[src/rtl/ntt_stage_sched.sv]
// rtl/ntt_stage_sched.sv - in-place DIF NTT butterfly scheduler; optional NTT_SCHED_INTT_EN adds inverse twiddle select
module ntt_stage_sched #(
  parameter int LOGN     = 3,
  parameter int RD_LAT   = 1,
  parameter int EVEN_LAT = 7,
  parameter int ODD_LAT  = 8
) (
  input  logic            clk,
  input  logic            reset,
  input  logic            start,
  input  logic [15:0]     q_cfg,
`ifdef NTT_SCHED_INTT_EN
  input  logic            inverse,
`endif
  output logic            busy,
  output logic            done,
  output logic [15:0]     q,
  output logic            rd_en,
  output logic [LOGN-1:0] rd_addr0,
  output logic [LOGN-1:0] rd_addr1,
`ifdef NTT_SCHED_INTT_EN
  output logic [LOGN-1:0] tw_addr,
`else
  output logic [LOGN-2:0] tw_addr,
`endif
  output logic            wr0_en,
  output logic [LOGN-1:0] wr0_addr,
  output logic            wr1_en,
  output logic [LOGN-1:0] wr1_addr
);

  localparam int DRN = RD_LAT + ODD_LAT;
  localparam int D0  = RD_LAT + EVEN_LAT;
  localparam int D1  = RD_LAT + ODD_LAT;
  localparam int SW  = (LOGN > 1) ? $clog2(LOGN) : 1;
  localparam int DW  = $clog2(DRN + 1);
  localparam int TW  = LOGN - 1;

  localparam logic [1:0] IDLE  = 2'd0;
  localparam logic [1:0] RUN   = 2'd1;
  localparam logic [1:0] DRAIN = 2'd2;
  localparam logic [1:0] DONE  = 2'd3;

  localparam logic [SW-1:0]   LAST_S = SW'(LOGN - 1);
  localparam logic [LOGN-2:0] JMAX   = '1;
  localparam logic [LOGN-1:0] ONE    = LOGN'(1);
  localparam logic [DW-1:0]   DLAST  = DW'(DRN - 1);

  logic [1:0]      state;
  logic [SW-1:0]   s;
  logic [LOGN-2:0] j;
  logic [DW-1:0]   dcnt;
`ifdef NTT_SCHED_INTT_EN
  logic            inv_q;
`endif

  logic [LOGN-1:0] j_ext, half, low_mask, k, base;
  logic [TW-1:0]   tw_full, tw_low;

  logic [D0-1:0]   v0_sr;
  logic [D1-1:0]   v1_sr;
  logic [LOGN-1:0] a0_sr [D0];
  logic [LOGN-1:0] a1_sr [D1];

  // Stage/butterfly sequencing: RUN issues N/2 butterflies, DRAIN lets the pipeline empty
  always_ff @(posedge clk or negedge reset) begin
    if (!reset) begin
      state <= IDLE;
      s     <= '0;
      j     <= '0;
      dcnt  <= '0;
      q     <= '0;
`ifdef NTT_SCHED_INTT_EN
      inv_q <= 1'b0;
`endif
    end else begin
      case (state)
        IDLE: if (start) begin
          state <= RUN;
          q     <= q_cfg;
          s     <= '0;
          j     <= '0;
`ifdef NTT_SCHED_INTT_EN
          inv_q <= inverse;
`endif
        end
        RUN: if (j == JMAX) begin
          state <= DRAIN;
          dcnt  <= '0;
        end else begin
          j <= j + 1'b1;
        end
        DRAIN: if (dcnt == DLAST) begin
          dcnt <= '0;
          j    <= '0;
          if (s == LAST_S) begin
            state <= DONE;
          end else begin
            s     <= s + 1'b1;
            state <= RUN;
          end
        end else begin
          dcnt <= dcnt + 1'b1;
        end
        default: state <= IDLE;
      endcase
    end
  end

  // Address generation with masks: k = j mod half, g*len = (j with low bits cleared) * 2
  always_comb begin
    j_ext    = {1'b0, j};
    half     = ONE << (LAST_S - s);
    low_mask = half - ONE;
    k        = j_ext & low_mask;
    base     = (j_ext & ~low_mask) << 1;
    tw_full  = TW'(k << s);
    tw_low   = (state == RUN) ? tw_full : '0;
  end

  assign busy     = (state != IDLE);
  assign done     = (state == DONE);
  assign rd_en    = (state == RUN);
  assign rd_addr0 = rd_en ? (base | k) : '0;
  assign rd_addr1 = rd_en ? (base | k | half) : '0;
`ifdef NTT_SCHED_INTT_EN
  assign tw_addr  = {rd_en & inv_q, tw_low};
`else
  assign tw_addr  = tw_low;
`endif

  // Write-back delay lines: {valid,addr} travel alongside the butterfly pipeline
  always_ff @(posedge clk or negedge reset) begin
    if (!reset) begin
      v0_sr <= '0;
      v1_sr <= '0;
      for (int i = 0; i < D0; i++) a0_sr[i] <= '0;
      for (int i = 0; i < D1; i++) a1_sr[i] <= '0;
    end else begin
      v0_sr[0] <= rd_en;
      a0_sr[0] <= rd_addr0;
      for (int i = 1; i < D0; i++) begin
        v0_sr[i] <= v0_sr[i-1];
        a0_sr[i] <= a0_sr[i-1];
      end
      v1_sr[0] <= rd_en;
      a1_sr[0] <= rd_addr1;
      for (int i = 1; i < D1; i++) begin
        v1_sr[i] <= v1_sr[i-1];
        a1_sr[i] <= a1_sr[i-1];
      end
    end
  end

  assign wr0_en   = v0_sr[D0-1];
  assign wr0_addr = a0_sr[D0-1];
  assign wr1_en   = v1_sr[D1-1];
  assign wr1_addr = a1_sr[D1-1];

endmodule

[config.mk]
export PLATFORM = sky130hd
export DESIGN_NAME = ntt_stage_sched
export DESIGN_NICKNAME = d
export VERILOG_FILES = /design/src/rtl/ntt_stage_sched.sv
export SDC_FILE = /design/constraint.sdc
export NUM_CORES = 1
export LEC_CHECK = 0
export CAP_MARGIN = 15
export CORE_MARGIN = 4
export CORE_UTILIZATION = 55
export CTS_BUF_LIST = sky130_fd_sc_hd__clkbuf_4
export CTS_CLUSTER_DIAMETER = 40
export DETAILED_ROUTE_END_ITERATION = 6
export HOLD_SLACK_MARGIN = 0.02
export PLACE_DENSITY = 0.83
export SYNTH_ARGS = -nofsm -noshare
export SYNTH_HDL_FRONTEND = slang
export SYNTH_SLANG_ARGS = --single-unit
[constraint.sdc]
create_clock -name clk -period 3.85 [get_ports clk]
set_clock_uncertainty 0.15 [all_clocks]
set_input_delay 0.385 -clock clk [delete_from_list [all_inputs] [get_ports clk]]
set_output_delay 0.385 -clock clk [all_outputs]
set_load 0.05 [all_outputs]
==> impl_metrics.csv <==
group,metric,value,unit
run_status,status,"complete, no violations",
worst_setup_path,critical_path_arrival,2.67,ns
place,gp_congestion,0.8750,
worst_setup_path,crit_path_end_kind,"primary output",
yosys,ys_seq_elements,86,
sta,slew_headroom,33.79,%
yosys,yosys_warnings,0,
sta,hold_viol,0,
cts,clock_path_buffers,2,
layout,drive_gt1_share,16.18,%
cts,cts_buffers,9,
yosys,async_flop_share,100.0,%
global_routing,antenna_found_initial,0,
yosys,synth-seq-area-share,72.94,%
route,post_drt_via_cell_ratio,5.055,
sta,clock.fmax,311.7,MHz
flow_run,cap_violations,0,
global_routing,grt_pass1_vias,1695,
worst_setup_path,startpoint_type,"register",
sta,post-route-period-util,83.33,%
floorplan,row_count,26,
floorplan,core_area,5140,um2
cts,clk_latency,0.41,ns
yosys,ys_types,39,
sta,finalCriticalPeriod,3.208,ns
global_routing,overflow,0,
sta,fin_setup_tns,0,ns
route,drtIter0Drc,106,
yosys,syn_area_per_cell,16.21,um2
yosys,syn-cell-area,2950,um2
worst_setup_path,crit_chain,"inv_1, ha_1, nor2b_1, a21oi_1, a21oi_1, clkdlybuf4s50_1",
worst_setup_path,worst_path_most_repeated_cell,"a21oi_1",
route,vias,1572,
min_path,holdCritPathClass,"register to register",
global_routing,grt_max_degree,87,
cts,cts.sinks,86,
sta,tightest_slew,0.9932,ns
layout,multi_input_area,666.9,um2
layout,area_growth,22.86,%
layout,n_antenna_cell,0,
worst_setup_path,worstPathRequired,3.31,ns
pwr,ir_drop,0.0006349,V
route,wl_per_cell,14.73,um
cts,htree_levels,3,
global_routing,grt_usage,16.25,%
floorplan,ioPinCount,54,
cts,root_buffer,"clkbuf_4",
route,drcViolationCount,0,
layout,regArea,2152,um2
yosys,synth_fp_nets,208,
layout,final_nets,262,
route,routed_wl,4581,um
place,portBuffers,53,
sta,hold_ws,0.2101,ns
place,dpl.cell_count,294,
pwr,power.density,946.1,nW/um2
layout,n_fill_cell,400,
route,ant_nets,0,
floorplan,die_h,81.24,um
sta,final.setup.worst_slack,0.6419,ns
yosys,syn-instance-count,182,
worst_setup_path,critPathSlowestCell,"clkdlybuf4s50_1",
worst_setup_path,cp_max_fo,6,
floorplan,die_w,81.24,um
sta,drv_slew,0,
cts,clk_pin_slew,0.14,ns
sta,finalSetupViolCount,0,
yosys,synth_edf_count,0,
floorplan,initial_core_util,57.40,%
yosys,ys.flop_type,"dfrtp_1",
place,dp_slack,1.106,ns
pwr,leakage,1.667,nW
sta,rsz0062_at_grt,"false",
cts,cts_tree,"yes",
worst_setup_path,worstSetupPathType,"register to primary output",
floorplan,die-area,6600,um2
route,drt_pass1_iterations,4,
place,dp_hpwl,2977,um
worst_setup_path,slowest_delay,0.84,ns
layout,stdcell_count,311,
global_routing,grt_pass1_wl,7748,um
[per-layer routing]
layer | share of wire, % | vias to the layer above | track usage, % | routed length [um]
met5 | 0 | - | 0 | 0
met1 | 43 | 793 | 20.59 | 1955
met2 | 48 | 55 | 24.71 | 2190
li1 | - | 714 | - | -
met3 | 6.9 | 10 | 4.435 | 314
met4 | 2.6 | 0 | 10.47 | 121
[layout make-up]
class | count | area share, %
Sequential cell | 86 | 59.37
Clock buffer | 9 | 1.864
Multi-Input combinational cell | 76 | 18.40
Tap cell | 70 | 2.416
Inverter | 9 | 0.9320
Timing Repair Buffer | 54 | 14.84
Clock inverter | 7 | 2.175
[final timing paths]
check                               startpoint  cells after the start  slack (ns)                  end
setup / recovery              s[0]$_DFFE_PN0P_                      6        0.64          rd_addr1[1]
hold reg to reg            a1_sr[20]$_DFF_PN0_                      0        0.21  a1_sr[17]$_DFF_PN0_
min in group asynchronous                reset                      2        0.53   a1_sr[5]$_DFF_PN0_
max in group asynchronous                reset                      2        2.40     s[1]$_DFFE_PN0P_
hold / removal             a1_sr[20]$_DFF_PN0_                      0        0.21  a1_sr[17]$_DFF_PN0_
setup reg to reg              j[0]$_DFFE_PN0P_                      4        2.06     j[1]$_DFFE_PN0P_
[report_power, final]
| group | leakage [nW] | internal, mW | switching [mW] |
|---|---|---|---|
| registers | 1.07 | 1.24 | 0.159 |
| clock network | 0.0769 | 0.207 | 0.312 |
| logic | 0.518 | 0.556 | 0.951 |
| total | 1.67 | 2.01 | 1.42 |
[sequential cells by signal, indices dropped and copies added (netlist names)]
register and flops:
dcnt 4, a1_sr 24, v1_sr 9, s 2, wr0_addr 3, q 16, state 2, a0_sr 21
wr1_addr 3, j 2
[logic make-up after synthesis]
logic type	after synthesis	share of synthesized area (%)
buffers and inverters	20	4.453
xor gates and xnor gates	2	0.5938
DFF	86	72.94
adders and majority gates	7	2.968
and+or+nand+nor	31	6.998
muxes	18	8.100
AOI/OAI and AO/OA	18	3.944
[synth_stat cells, types with 2 or more instances]
cell	count	area, um2
a22o_1	2	17.52
o211ai_1	2	15.01
nand4b_1	2	17.52
nand3_1	4	20.02
buf_4	6	45.04
nor2b_1	2	12.51
nand3b_1	2	15.01
mux2_4	10	150.1
inv_1	9	33.78
dfrtp_1	86	2152
ha_1	7	87.58
o21ai_0	2	10.01
a21oi_1	6	30.03
buf_6	2	22.52
buf_2	2	10.01
a31oi_1	2	12.51
nor2_1	7	26.28
nand2b_1	2	12.51
mux2_2	7	78.83
[repair_timing]
action | CTS | global route
buffers inserted | 0 | 0
resized for setup | 0 | 0
hold buffers | 1 | 0
endpoints found under the hold margin | 86 | 0
[worst max-delay path: cells and delay by family (launching register included)]
kind,cells,cell delay (ns)
compound gates,2,0.28
flops,1,0.46
buf+inv,2,0.99
fa+ha+maj,1,0.36
simple gates,1,0.18
[stage by stage]
| step | total power [mW] | utilization (%) | area (um2) |
|---|---|---|---|
| after floorplan | 2.495 | - | 2950 |
| after global routing | 3.617 | 70.52 | 3625 |
| after global placement | 2.902 | 67.48 | 3468 |
| final | 3.430 | 70.52 | 3625 |
| after detailed placement | 2.942 | 67.48 | 3468 |
| after CTS | 3.475 | 70.52 | 3625 |
[placed cells by master (no fill, tap or decap), types with 2 or more instances in the layout]
| cell type | instances |
|---|---|
| nand4b_1 | 2 |
| o21ai_0 | 2 |
| mux2_4 | 10 |
| clkbuf_4 | 9 |
| ha_1 | 7 |
| nor2b_1 | 2 |
| mux2_2 | 7 |
| o211ai_1 | 2 |
| nand3_1 | 4 |
| nand2b_1 | 2 |
| inv_6 | 3 |
| a31oi_1 | 2 |
| dfrtp_1 | 86 |
| inv_1 | 9 |
| clkdlybuf4s50_1 | 52 |
| nand3b_1 | 2 |
| nor2_1 | 7 |
| a22o_1 | 2 |
| a21oi_1 | 6 |
Note: power is estimated with default switching activity, not from simulation.
